[src/rtl/seg_scan_ctrl_pkg.sv]
// Shared types and defaults for the two-digit 7-segment scan controller.
package seg_pkg;

    typedef enum logic [1:0] {
        BLANK_LO = 2'd0,
        SHOW_LO  = 2'd1,
        BLANK_HI = 2'd2,
        SHOW_HI  = 2'd3
    } scan_state_e;

    localparam logic DIG_LO = 1'b0;
    localparam logic DIG_HI = 1'b1;

    localparam int DEF_REFRESH_DIV  = 100000;
    localparam int DEF_BLANK_CYC    = 1000;
    localparam int DEF_BLINK_FRAMES = 64;
    localparam int DEF_CNT_W        = 17;

    function automatic logic is_hi(input scan_state_e s);
        return (s == BLANK_HI) || (s == SHOW_HI);
    endfunction

    function automatic logic is_blank_state(input scan_state_e s);
        return (s == BLANK_LO) || (s == BLANK_HI);
    endfunction

endpackage

[src/rtl/seg_scan_ctrl_if.sv]
// Byte write channel from the PS/AXI-side writer into the scan controller.
interface seg_scan_ctrl_if;
    logic       wr_en;
    logic [7:0] wr_data;
    logic       wr_ready;

    modport master (output wr_en, output wr_data, input wr_ready);
    modport slave  (input wr_en, input wr_data, output wr_ready);
endinterface

[src/rtl/seg_scan_ctrl_slot_timer.sv]
// Per-digit slot counter: strobes the last blanked cycle and the last cycle of the slot.
module seg_slot_timer #(
    parameter int REFRESH_DIV = 100000,
    parameter int BLANK_CYC   = 1000,
    parameter int CNT_W       = 17
) (
    input  logic clk,
    input  logic resetn,
    output logic o_blank_done,
    output logic o_slot_wrap
);
    localparam logic [CNT_W-1:0] SLOT_LAST  = CNT_W'(REFRESH_DIV - 1);
    localparam logic [CNT_W-1:0] BLANK_LAST = CNT_W'((BLANK_CYC > 0) ? BLANK_CYC - 1 : 0);

    logic [CNT_W-1:0] r_cnt;

    always_ff @(posedge clk) begin
        if (!resetn)
            r_cnt <= '0;
        else if (o_slot_wrap)
            r_cnt <= '0;
        else
            r_cnt <= r_cnt + CNT_W'(1);
    end

    assign o_slot_wrap  = (r_cnt == SLOT_LAST);
    // With no blanking window there is no blanked cycle to finish.
    assign o_blank_done = (BLANK_CYC > 0) && (r_cnt == BLANK_LAST);
endmodule

[src/rtl/seg_scan_ctrl.sv]
// Two-digit hex display scanner: digit alternation, anti-ghost blanking,
// frame-aligned double-buffered byte commit and whole-display blinking.
module seg_scan_ctrl
    import seg_pkg::*;
#(
    parameter int REFRESH_DIV  = DEF_REFRESH_DIV,
    parameter int BLANK_CYC    = DEF_BLANK_CYC,
    parameter int BLINK_FRAMES = DEF_BLINK_FRAMES,
    parameter int CNT_W        = DEF_CNT_W
) (
    input  logic                  clk,
    input  logic                  resetn,
    seg_scan_ctrl_if.slave        wr_if,
    input  logic                  blink_en,
    output logic                  c,
    output logic [7:0]            wdata,
    output logic                  blank,
    output logic                  frame_tick
);
    localparam int FC_W = (BLINK_FRAMES > 1) ? $clog2(BLINK_FRAMES) : 1;
    localparam logic [FC_W-1:0] FRAME_LAST = FC_W'(BLINK_FRAMES - 1);
    localparam scan_state_e RST_STATE = (BLANK_CYC == 0) ? SHOW_LO : BLANK_LO;
    localparam scan_state_e LO_ENTRY  = (BLANK_CYC == 0) ? SHOW_LO : BLANK_LO;
    localparam scan_state_e HI_ENTRY  = (BLANK_CYC == 0) ? SHOW_HI : BLANK_HI;

    scan_state_e     r_state, w_next;
    logic            w_blank_done, w_slot_wrap, w_frame_tick, w_phase_nxt;
    logic            r_c, r_blank, r_blink_phase, r_pend_valid;
    logic [7:0]      r_wdata, r_pend;
    logic [FC_W-1:0] r_frame_cnt;

    seg_slot_timer #(
        .REFRESH_DIV (REFRESH_DIV),
        .BLANK_CYC   (BLANK_CYC),
        .CNT_W       (CNT_W)
    ) u_timer (
        .clk          (clk),
        .resetn       (resetn),
        .o_blank_done (w_blank_done),
        .o_slot_wrap  (w_slot_wrap)
    );

    always_ff @(posedge clk) begin
        if (!resetn)
            r_state <= RST_STATE;
        else
            r_state <= w_next;
    end

    always_comb begin
        w_next = r_state;
        case (r_state)
            BLANK_LO: if (w_blank_done) w_next = SHOW_LO;
            SHOW_LO:  if (w_slot_wrap)  w_next = HI_ENTRY;
            BLANK_HI: if (w_blank_done) w_next = SHOW_HI;
            SHOW_HI:  if (w_slot_wrap)  w_next = LO_ENTRY;
            default:                    w_next = RST_STATE;
        endcase
    end

    assign w_frame_tick = (r_state == SHOW_HI) && w_slot_wrap;
    assign w_phase_nxt  = r_blink_phase ^ (w_frame_tick && (r_frame_cnt == FRAME_LAST));

    always_ff @(posedge clk) begin
        if (!resetn) begin
            r_frame_cnt   <= '0;
            r_blink_phase <= 1'b0;
        end else if (w_frame_tick) begin
            r_frame_cnt   <= (r_frame_cnt == FRAME_LAST) ? '0 : r_frame_cnt + FC_W'(1);
            r_blink_phase <= w_phase_nxt;
        end
    end

    // Outputs are registered from the next state so they line up with r_state.
    always_ff @(posedge clk) begin
        if (!resetn) begin
            r_c     <= DIG_LO;
            r_blank <= 1'b1;
        end else begin
            r_c     <= is_hi(w_next) ? DIG_HI : DIG_LO;
            r_blank <= is_blank_state(w_next) || (blink_en && w_phase_nxt);
        end
    end

    // A commit at the boundary takes priority; a write can only land when pending is empty.
    always_ff @(posedge clk) begin
        if (!resetn) begin
            r_wdata      <= 8'h00;
            r_pend       <= 8'h00;
            r_pend_valid <= 1'b0;
        end else if (w_frame_tick && r_pend_valid) begin
            r_wdata      <= r_pend;
            r_pend_valid <= 1'b0;
        end else if (wr_if.wr_en && !r_pend_valid) begin
            r_pend       <= wr_if.wr_data;
            r_pend_valid <= 1'b1;
        end
    end

    assign wr_if.wr_ready = ~r_pend_valid;
    assign c              = r_c;
    assign wdata          = r_wdata;
    assign blank          = r_blank;
    assign frame_tick     = w_frame_tick;
endmodule

[src/flat_wrapper.sv]
// flat-port wrapper written by rule: the top's interface ports become plain ports
module seg_scan_ctrl_flat import seg_pkg::*;
#(
    parameter int REFRESH_DIV  = DEF_REFRESH_DIV,
    parameter int BLANK_CYC    = DEF_BLANK_CYC,
    parameter int BLINK_FRAMES = DEF_BLINK_FRAMES,
    parameter int CNT_W        = DEF_CNT_W
)
  (clk, resetn, blink_en, c, wdata, blank, frame_tick, wr_if_wr_en, wr_if_wr_data, wr_if_wr_ready);
  seg_scan_ctrl_if wr_if_i ();
  input  logic clk;
  input  logic resetn;
  input  logic blink_en;
  output logic c;
  output logic [7:0] wdata;
  output logic blank;
  output logic frame_tick;
  input wire logic [$bits(wr_if_i.wr_en)-1:0] wr_if_wr_en;
  input wire logic [$bits(wr_if_i.wr_data)-1:0] wr_if_wr_data;
  output wire logic [$bits(wr_if_i.wr_ready)-1:0] wr_if_wr_ready;
  assign wr_if_i.wr_en = wr_if_wr_en;
  assign wr_if_i.wr_data = wr_if_wr_data;
  assign wr_if_wr_ready = wr_if_i.wr_ready;
  seg_scan_ctrl #(.REFRESH_DIV(REFRESH_DIV), .BLANK_CYC(BLANK_CYC), .BLINK_FRAMES(BLINK_FRAMES), .CNT_W(CNT_W)) u_core (.clk(clk), .resetn(resetn), .wr_if(wr_if_i), .blink_en(blink_en), .c(c), .wdata(wdata), .blank(blank), .frame_tick(frame_tick));
endmodule
[config.mk]
export PLATFORM = sky130hd
export DESIGN_NAME = seg_scan_ctrl_flat
export DESIGN_NICKNAME = d
export VERILOG_FILES = /design/src/rtl/seg_scan_ctrl_pkg.sv /design/src/rtl/seg_scan_ctrl_if.sv /design/src/rtl/seg_scan_ctrl_slot_timer.sv /design/src/rtl/seg_scan_ctrl.sv /design/src/flat_wrapper.sv
export SDC_FILE = /design/constraint.sdc
export NUM_CORES = 1
export LEC_CHECK = 0
export BUFFER_PORTS_ARGS = -buffer_cell sky130_fd_sc_hd__buf_2
export CAP_MARGIN = 20
export CORE_ASPECT_RATIO = 0.6
export CORE_MARGIN = 8
export CORE_UTILIZATION = 30
export DETAILED_ROUTE_END_ITERATION = 8
export PLACE_DENSITY_LB_ADDON = 0.3
export SYNTH_ARGS = -nofsm -noshare
export SYNTH_HDL_FRONTEND = slang
export SYNTH_HIERARCHICAL = 1
export SYNTH_SLANG_ARGS = --single-unit
[constraint.sdc]
create_clock -name clk -period 3.5 [get_ports clk]
set_input_delay 0.175 -clock clk [delete_from_list [all_inputs] [get_ports clk]]
set_output_delay 0.175 -clock clk [all_outputs]
set_load 0.02 [all_outputs]
[After elaboration in Yosys (flattened, before gate mapping)]
Index checks and enable logic that the tools add are counted.
Widths: inputs -> output; s select.
Cells by class
  reduce and logical (&&, ||, !) cells: 14
  bitwise logic cells: 4
  eq/ne operators: 8
  mux-type cells: 7
  add/sub/neg operators: 2
Operator list (count)
  $add 17x1->17 const B: 1
  $eq 17x10->1 const B: 1
  $eq 17x17->1 const B: 1
  $eq 2x2->1 const B: 4
  $mux 2: 4
  $pmux 2 s4: 1
  $add 6x1->6 const B: 1
  $eq 6x6->1 const B: 1
  $mux 6: 1
  $logic_and 1x1->1: 5
  $logic_not 2->1: 2
  $reduce_or 2->1: 2
  $logic_or 1x1->1: 3
  $not 1->1: 3
  $eq 2x1->1 const B: 1
  $reduce_and 2->1: 1
  $logic_not 1->1: 1
  $mux 1: 1
  $xor 1x1->1: 1
Storage, ports and cells
  word-level logic and storage cells: 44
  output and inout port bits: 12
  bits of input ports: 12
  register bits after elaboration: 45

[Logic depth before layout (Yosys ltp)]
Gate-level depths: netlist of run 1.
  depth after elaboration: 6
  gate-level depth with buffers: 8
  mapped depth without buffers: 7

[By module]
Netlist of run 1, hierarchy kept.
Modules (own cells, without submodules)
  seg_scan_ctrl: cells each 130, instances 1, seq. area each 540.5 um^2, area an instance 1062.3 um^2
  seg_slot_timer: cells each 94, instances 1, seq. area each 340.3 um^2, area an instance 834.6 um^2

[Worst setup path after synthesis of run 1]
OpenSTA, ideal clock, no wires.
  path type: register to register
  start point: register u_core.u_timer.r_cnt[13]
  end point: register u_core.r_blink_phase
  data arrival time: 2.441 ns
  path buffers: 0
  setup time: 0.070 ns
  required time: 3.430 ns
  cell stages (with the launch flop): 6
  path slack: 0.989 ns
  period minus slack after synthesis: 2.511 ns
  path through: dfxtp_1 or4_4 nor4_1 nand2_1 or4_1 a21oi_1
On the way
  longest elaborated chain between the ends: 4
Ends and longest elaborated chain
  start, declared: line seg_scan_ctrl_slot_timer.sv:15  | logic [CNT_W-1:0] r_cnt;
  start signal, assigned: line seg_scan_ctrl_slot_timer.sv:23  | r_cnt <= r_cnt + CNT_W'(1);
  $eq 17x17->1 (*): line seg_scan_ctrl_slot_timer.sv:26  | assign o_slot_wrap = (r_cnt == SLOT_LAST);
  via u_core.w_slot_wrap: line seg_scan_ctrl.sv:27  | logic w_blank_done, w_slot_wrap, w_frame_tick, w_phase_nxt;
  $logic_and 1x1->1 (*): line seg_scan_ctrl.sv:61  | assign w_frame_tick = (r_state == SHOW_HI) && w_slot_wrap;
  $logic_and 1x1->1: line seg_scan_ctrl.sv:62  | assign w_phase_nxt = r_blink_phase ^ (w_frame_tick && (r_frame_cnt == FRAME_LAST));
  $xor 1x1->1: line seg_scan_ctrl.sv:62
  end signal, assigned: line seg_scan_ctrl.sv:70  | r_blink_phase <= w_phase_nxt;
  end, declared: line seg_scan_ctrl.sv:28  | logic r_c, r_blank, r_blink_phase, r_pend_valid;
The timed path passes the listed nets; every way through them passes the cells marked *.
A chain may end at the register's enable or synchronous reset.

[Final worst setup path of run 1]
  start point: register u_core.u_timer.r_cnt[12]
  end point: output port frame_tick
On the way
  longest elaborated chain between the ends: 2
Ends and longest elaborated chain
  $eq 17x17->1: line seg_scan_ctrl_slot_timer.sv:26
  via u_core.w_slot_wrap: line seg_scan_ctrl.sv:27
  $logic_and 1x1->1: line seg_scan_ctrl.sv:61
  end, declared: line flat_wrapper.sv:17  | output logic frame_tick;
The timed path passes the listed nets, and every way through them passes these cells.

==> reports/summary.md, run 1 <==
The synthesized netlist contains 35 unique library cells. Summing every instance area after synthesis gives 0.00190 mm2. Setup repair after global routing left no endpoint under its margin. Along the worst hold path, the cell count comes to 3. The tool flagged a number of max-cap violations equal to 0.

The number of clock buffers added by TritonCTS is 5. When the netlist entered floorplanning its net count stood at 239. The number of buffers added to fix hold violations after cts is 0. The clock tree synthesis step divided the H-tree into 2 levels. Once the clock tree was built, the resizer swapped 0 gates to a different size. For the number of hold violations in the final report, the log shows 0.

In this run the deepest clock path goes through 2 buffers. Yosys instantiated no cell more often than dfxtp_1. Dividing the detail-routed via count by the number of cells gives 4.76. Startpoint kind of the worst setup timing path: a flip-flop.

The post-layout instance count excluding filler cells came out at 331. For the TritonCTS sink count, the log shows 44. The run gives 1.19 ns as the internal reg-to-reg setup slack. Ranked by total cell area, the synthesized netlist is headed by dfxtp_1 (46%), nand2_1 (8.5%), a21oi_1 (6.3%).

The synthesis warning total is 6. The mean post-synth cell area works out to 8.47 um2. The power share of the combinational group is 4.6%, and the via count of the first global-routing pass is 1,447. Routability-driven placement finished with a final weighted congestion of 0.845.

Counting flops with an async set or reset pin after synthesis yields a share of 0%. The worst register-to-register path begins at u_core/u_timer/r_cnt[12]. The clock tree root driver cell is clkbuf_8. Dividing total power by cell area gives a power density of 406 mW/mm2. The largest total area in the synthesized netlist belongs to dfxtp_1. The total overflow left after global routing is 0. At the pin with the least slew margin, the transition time is 0.870 ns. The kind of path behind the tightest hold check is in2reg. Worst-case reg-to-reg path depth: 6.

The flow ran to the end, and the final reports show no timing, DRC or antenna violations. The floorplan step defined a die boundary enclosing 0.00921 mm2. Internal power comes to 0.666 mW.

In this run, synthesis produced a sequential element count of 44. Port buffer count: 23. The proportion of netlist area held by the largest area contributor works out to 46.4%. TritonCTS built the clock tree.

The first global-routing pass estimated 7.09 mm of wire. The final layout contains routed wiring with a total length of 4.23 mm. The I/O pin total is 24. The logs give 4 for the number of iterations in the first detailed-routing pass and 2.30 ns for the data arrival time of the critical path.

For this design the total switching power over the nets is 0.218 mW. In this run the standard cell core region covers 0.00611 mm2. The detailed-route via count is 1,576, and the initial antenna violation count is 0.

The fraction of layout cells with a size suffix above 1 is 14.2%, and the die extent in y is 77.6 um. Once the clock tree was built, the setup fixing pass inserted 0 buffers. Number of antenna diodes: 0. The initial cell density of the core is 31.0%. The logs give 224 for the synthesized instance count and 3.32 ns for the worst endpoint required time. The tools report the worst min-delay path endpoint as u_core/r_pend[3]. The critical path is of the reg2out type.

For the maximum ir drop on the vdd rail, the log shows 136 uV. Compared with the post-synthesis result, the final layout area differs by 14.6%. The pin count of the biggest net entering global routing is 27, and the period utilization is 70.8%.

The most used flip-flop cell after synthesis is dfxtp_1. The number of placed cells counting well taps came out at 323. Of the total power, registers draw 58.6%.

The switching part of the total is 24.6%. After detailed routing, the average wire length per cell comes to 12.8 um. In this run the horizontal extent of the chip is 119 um. Counting flops with a built-in enable in the synthesized netlist gives 0. After synthesis, flip-flops and latches occupy 46.4% of the total area.

Fill cells in the final layout number 655. For the number of rows in the core area, the log shows 22. After synthesis, the most frequently instantiated cells are dfxtp_1 (44), nand2_1 (43), a21oi_1 (24).

Nature of the critical path endpoint: an output pin. Clock-pin slew was measured on the worst setup and hold paths at 0.09 ns. For the insertion delay to the later sink of the worst-skew pair, the log shows 0.30 ns. End of the worst register-to-register path: u_core/r_frame_cnt[4]. The final layout contains 261 nets. The minimum clock period is 2.48 ns. The tools report the beginning of the worst hold path as wr_if_wr_data[3].

Of all nets on the critical path, the largest fanout is 7. For this block, the initial DRC count from the detailed router was 123. Post-route DRC violation count: 0.

Once detailed placement completed, the half-perimeter wirelength came to 3.07 mm. For the final-report setup violation count, the log shows 0. Headroom to the max-slew limit came out at 41.8%. Count of pins over their slew limit: 0.

Across the routed clock network, the largest skew measured is 0.00814 ns. Global routing used 9.30% of the available tracks across all layers. The clock group share of total power was 36.8%. Number of nets with antenna violations after routing: 0. The upper clock frequency limit is 0.404 GHz, and the leakage dissipation is 0.796 nW. In this run the cell area measured after placement is 0.00208 mm2.

In the final timing run, aggregate negative setup slack is 0 ns. Once layout is done, the placed cells without fillers occupy 0.00217 mm2.
==> cell type report <==
type	count	area, um2	share of cell area, %
multi-input combinational	165	951	43.7
sequential	44	881	40.5
timing repair buffer	24	123	5.64
tap	84	105	4.83
clock buffer	5	68.8	3.16
clock inverter	3	23.8	1.09
inverter	6	22.5	1.04
==> how the worst max path moves through the flow <==
stage                                   from                     to  slack [ns]  cells after the start
floorplan           u_core/u_timer/r_cnt[13]   u_core/r_blink_phase        0.99                      5
global placement    u_core/u_timer/r_cnt[12]  u_core/r_frame_cnt[5]        1.21                      6
detailed placement  u_core/u_timer/r_cnt[13]  u_core/r_frame_cnt[5]        1.21                      6
CTS                 u_core/u_timer/r_cnt[13]             frame_tick        1.01                      6
global route         u_core/u_timer/r_cnt[0]             frame_tick        0.85                      7
finish              u_core/u_timer/r_cnt[12]             frame_tick        1.02                      6
==> sequential cells by signal, indices dropped and copies added, names as in the netlist <==
register	flops
u_core/blank	1
u_core/r_blink_phase	1
u_core/r_frame_cnt	6
u_core/r_pend	8
u_core/r_pend_valid	1
u_core/r_state	2
u_core/u_timer/r_cnt	17
u_core/wdata	8
==> power by group through the flow <==
stage	Sequential (mW)	Clock, mW	Combinational (mW)
6_report	0.518	0.326	0.0403
5_1_grt	0.520	0.362	0.0460
4_1_cts	0.518	0.335	0.0406
3_5_place_dp	0.529	0	0.0404
3_3_place_gp	0.529	0	0.0408
2_1_floorplan	0.527	0	0.0278
==> routing by layer <==
metal  up-vias  wire length (um)  GRT usage [%]
met5         -                 0              0
met4         0                10           2.63
met3         2               260           3.83
met2        32              1550           11.9
met1       721              2400           13.5
li1        821                 -              -
==> per-stage QoR <==
| stage | setup WS, ns | util (%) | power (mW) | hold WS, ns |
|---|---|---|---|---|
| after floorplan | 0.989 | - | 0.555 | 0.297 |
| after global placement | 1.21 | 34.1 | 0.570 | 0.421 |
| after detailed placement | 1.21 | 34.1 | 0.570 | 0.428 |
| after CTS | 1.01 | 35.6 | 0.894 | 0.0997 |
| after global routing | 0.853 | 35.6 | 0.928 | 0.0913 |
| final | 1.02 | 35.6 | 0.884 | 0.111 |
==> cells in the final DEF (no fill, tap or decap), types with 3 or more instances in the layout <==
cell,Yosys,routed
a21oi_1,24,24
and2_1,3,3
buf_2,1,23
clkbuf_8,0,5
dfxtp_1,44,44
ha_1,3,3
inv_1,5,5
nand2_1,43,43
nand2b_1,3,3
nand3_1,8,8
nand4_1,10,10
nor2_1,18,18
nor3_1,5,5
nor4_1,5,5
o21ai_0,3,3
or3_1,3,3
or4_1,4,4
xnor2_1,9,9
xor2_1,8,8
==> worst max-delay path, stage by stage (launching register included) <==
cell and delay (ns):
dfxtp_1 0.38, or4_4 0.57, nor4_1 0.28, buf_4 0.19, nand3_1 0.24, inv_1 0.16
buf_2 0.18
==> kinds of logic after synthesis <==
group | count (synthesis) | share of synthesized area (%)
AND/OR/NAND/NOR | 112 | 29.6
flip-flops | 44 | 46.4
AO/OA/AOI/OAI | 32 | 10.2
XOR/XNOR | 17 | 7.85
buffers and inverters | 15 | 3.43
adder cells (fa/ha/maj) | 3 | 1.98
multiplexers | 1 | 0.528
Note: power is estimated with default switching activity, not from simulation.
==> inputs of run 2 (changes only) <==
- clock period: 3.5 -> 2.5 ns (I/O delays scaled with it)
==> run 2 against run 1 <==
Effect of this change: combinational power grew 68%; final area grew 6.6%; count of clock-buffer cells in the layout is the same; core utilization grew 2.4 points; largest cell class unchanged; critical path type unchanged; critical path depth is the same; flip-flop and latch count is the same; final cell count grew 3.9%; sequential share of layout area shrank 2.5 points.
==> reports/summary.md, run 2 (same netlist as run 1, synthesis figures left out) <==
Across the run, the number of max-cap violations was 0. In this run, CTS created clock tree buffers numbering 5. The critical path start-end classification is reg2out.

The tools report the start point of the critical path as u_core/u_timer/r_cnt[8]. The tools report the data arrival time of the critical path as 2.28 ns. Die width: 119 um.

The layout overhead on the synthesized area is 22.2%. The total core area was 0.00611 mm2. Once detail routing completed, the nets flagged for antenna violations numbered 0. After layout, the worst path uses 96.2% of the clock period. The initial utilization of the core area, before any placement, comes to 31.0%. Once layout is done, the placed cells without fillers occupy 0.00232 mm2. For this design, the sink count on the clock tree is 44. The H-tree generated during clock tree synthesis spans 2 levels. The flow ran to the end, and the final reports show no timing, DRC or antenna violations. The tools report the cell area reported after detailed placement as 0.00218 mm2. In the routed design, unresolved DRC markers number 0.

The run gives 156 as the DRC violation total after the first TritonRoute iteration. Clock latency on the worst-skew pair, taken at its later pin, is 0.30 ns. After layout, the worst setup slack is 0.0947 ns. Before antenna repair, the detailed router went through 4 iterations.

Setup violations remaining at the end of the flow were counted as 0. The end of the worst register-to-register path is u_core/wdata[3]. The signal on the critical path passes through or4b_4, nor4_4, nand3_2, buf_4, inv_1, buf_2. Measured in cells, the most critical reg-to-reg path has a length of 7. Summed over all failing endpoints, the final setup total negative slack is 0 ns. The routed wire length was 4.47 mm. The tools report the termination of the worst setup path as frame_tick.

The run gives 251 uV as the maximum ir drop on the vdd rail. The number of buffers on the longest clock path was 2; the detailed-placement wirelength estimate was 3.33 mm. The port buffer count is 23, and the detailed-route via count is 1,662.

In the final layout, the share of cells above drive strength 1 is 19.6%. The critical path contains buffers and inverters numbering 3 combined. Entering global routing, the biggest net connects 27 pins. The beginning of the worst register-to-register path is u_core/u_timer/r_cnt[8]. Among all stages on the critical path, the largest delay is contributed by or4b_4. Routability-driven placement finished with a final weighted congestion of 0.831. The critical path crosses 6 cells after its start point. Measured against its own limit, the worst slew margin works out to 56.4%. Timing analysis after detailed placement gives a worst setup slack of 0.155 ns.

Derived from the worst setup path, the maximum achievable clock frequency is 0.416 GHz. The leakage dissipation was 0.879 nW; the leftover overflow at the end of global routing was 0. The tools report the initial antenna violation count as 0.

The register with the most flip-flops in the final layout is u_core/u_timer/r_cnt. On the final layout, the worst clock skew is 0.00894 ns. The post-layout instance count excluding filler cells was 344; the worst-path maximum fanout was 4. Dividing total power by cell area gives a power density of 583 mW/mm2. The post-layout utilization of the core is 37.9%.

The tools report the nature of the critical path endpoint as an output pin. The tools report the number of hold violations in the final report as 0. TritonCTS built the clock tree. In this run the clock root is driven by a clkbuf_8.

In this run the vertical extent of the chip is 77.6 um. The run gives 0.00921 mm2 as the area of the die. Across all register-to-register paths, the minimum setup slack is 0.17 ns. The worst setup path is launched from a flip-flop. For the worst endpoint required time, the log shows 2.38 ns.

Among cell families on the critical path, the largest total delay comes from simple AND/OR/NAND/NOR gates. Pin placement for this block handled 24 I/O pins. The minimum clock period came out at 2.41 ns.

The clock slew seen by the registers of the worst setup and hold paths was 0.09 ns; the number of rows in the core area was 22. For the number of antenna diodes, the log shows 0. Leaving out fill and tap cells, the most frequent cells in the layout are dfxtp_1 (44), nand2_1 (43), a21oi_1 (24). The register with the most flip-flops in the layout has 17 of them. The number of filler instances in the final layout is 643, and the slew at the pin with the worst max-slew slack is 0.652 ns. The all-layer global routing usage is 9.93%.

The commonest non-fill, non-tap cell in the layout is dfxtp_1. The average vias per placed instance was 4.83. The tools report the via count of the first global-routing pass as 1,524. The first global-routing pass estimated 7.60 mm of wire. Total power draw: 1.35 mW.

The worst hold path belongs to the class in2reg. After detailed placement, the design holds a cell count of 335. On the final layout, the worst hold slack is 0.0520 ns.

For this run, the slowest stage of the critical path takes 0.60 ns. The average wire length per cell after detail routing is 13.0 um. The final layout contains 274 nets. The count of pins over their slew limit is 0.
==> run 2: repair_timing <==
item                       4_1_cts  5_1_grt
hold endpoints to repair         0        0
hold buffers                     0        0
pin swaps                        0        1
buffers inserted                 0        1
resized for setup                1        2
setup endpoints to repair        1        1
==> run 2: worst min-delay path, delay by kind of cell <==
| family | cells | cell delay (ns) |
|---|---|---|
| buffers and inverters | 1 | 0.10 |
| AOI/OAI and AO/OA | 1 | 0.05 |
| and+or+nand+nor | 1 | 0.04 |
==> run 2: layout make-up <==
| type | count | area [um2] | area share (%) |
|---|---|---|---|
| clock inverter | 3 | 46.3 | 2.00 |
| clock buffer | 5 | 68.8 | 2.97 |
| tap | 84 | 105 | 4.53 |
| timing repair buffer | 37 | 220 | 9.50 |
| sequential | 44 | 881 | 38.0 |
| inverter | 6 | 22.5 | 0.971 |
| multi-input combinational | 165 | 975 | 42.0 |
==> run 2: worst min-delay path by stage <==
| stage | from | endpoint | cells after the start |
|---|---|---|---|
| 2_1_floorplan | resetn | u_core/u_timer/r_cnt[2] | 1 |
| 3_3_place_gp | wr_if_wr_data[3] | u_core/r_pend[3] | 3 |
| 3_5_place_dp | wr_if_wr_data[3] | u_core/r_pend[3] | 3 |
| 4_1_cts | wr_if_wr_data[3] | u_core/r_pend[3] | 3 |
| 5_1_grt | wr_if_wr_data[2] | u_core/r_pend[2] | 3 |
| 6_report | wr_if_wr_data[3] | u_core/r_pend[3] | 3 |
==> run 2: report_power, final <==
group          switching [mW]  internal [mW]  leakage (nW)
Combinational          0.0404         0.0274         0.468
Clock                   0.259          0.301        0.0548
Sequential             0.0101          0.713         0.356
Total                   0.309           1.04         0.879
==> run 2: metal layers <==
metal  up-vias  global-route usage (%)  wire length, um
li1        849                       -                -
met1       749                    15.4             2520
met2        59                    11.7             1550
met3         5                    3.76              366
met4         0                    3.01               34
met5         -                       0                0
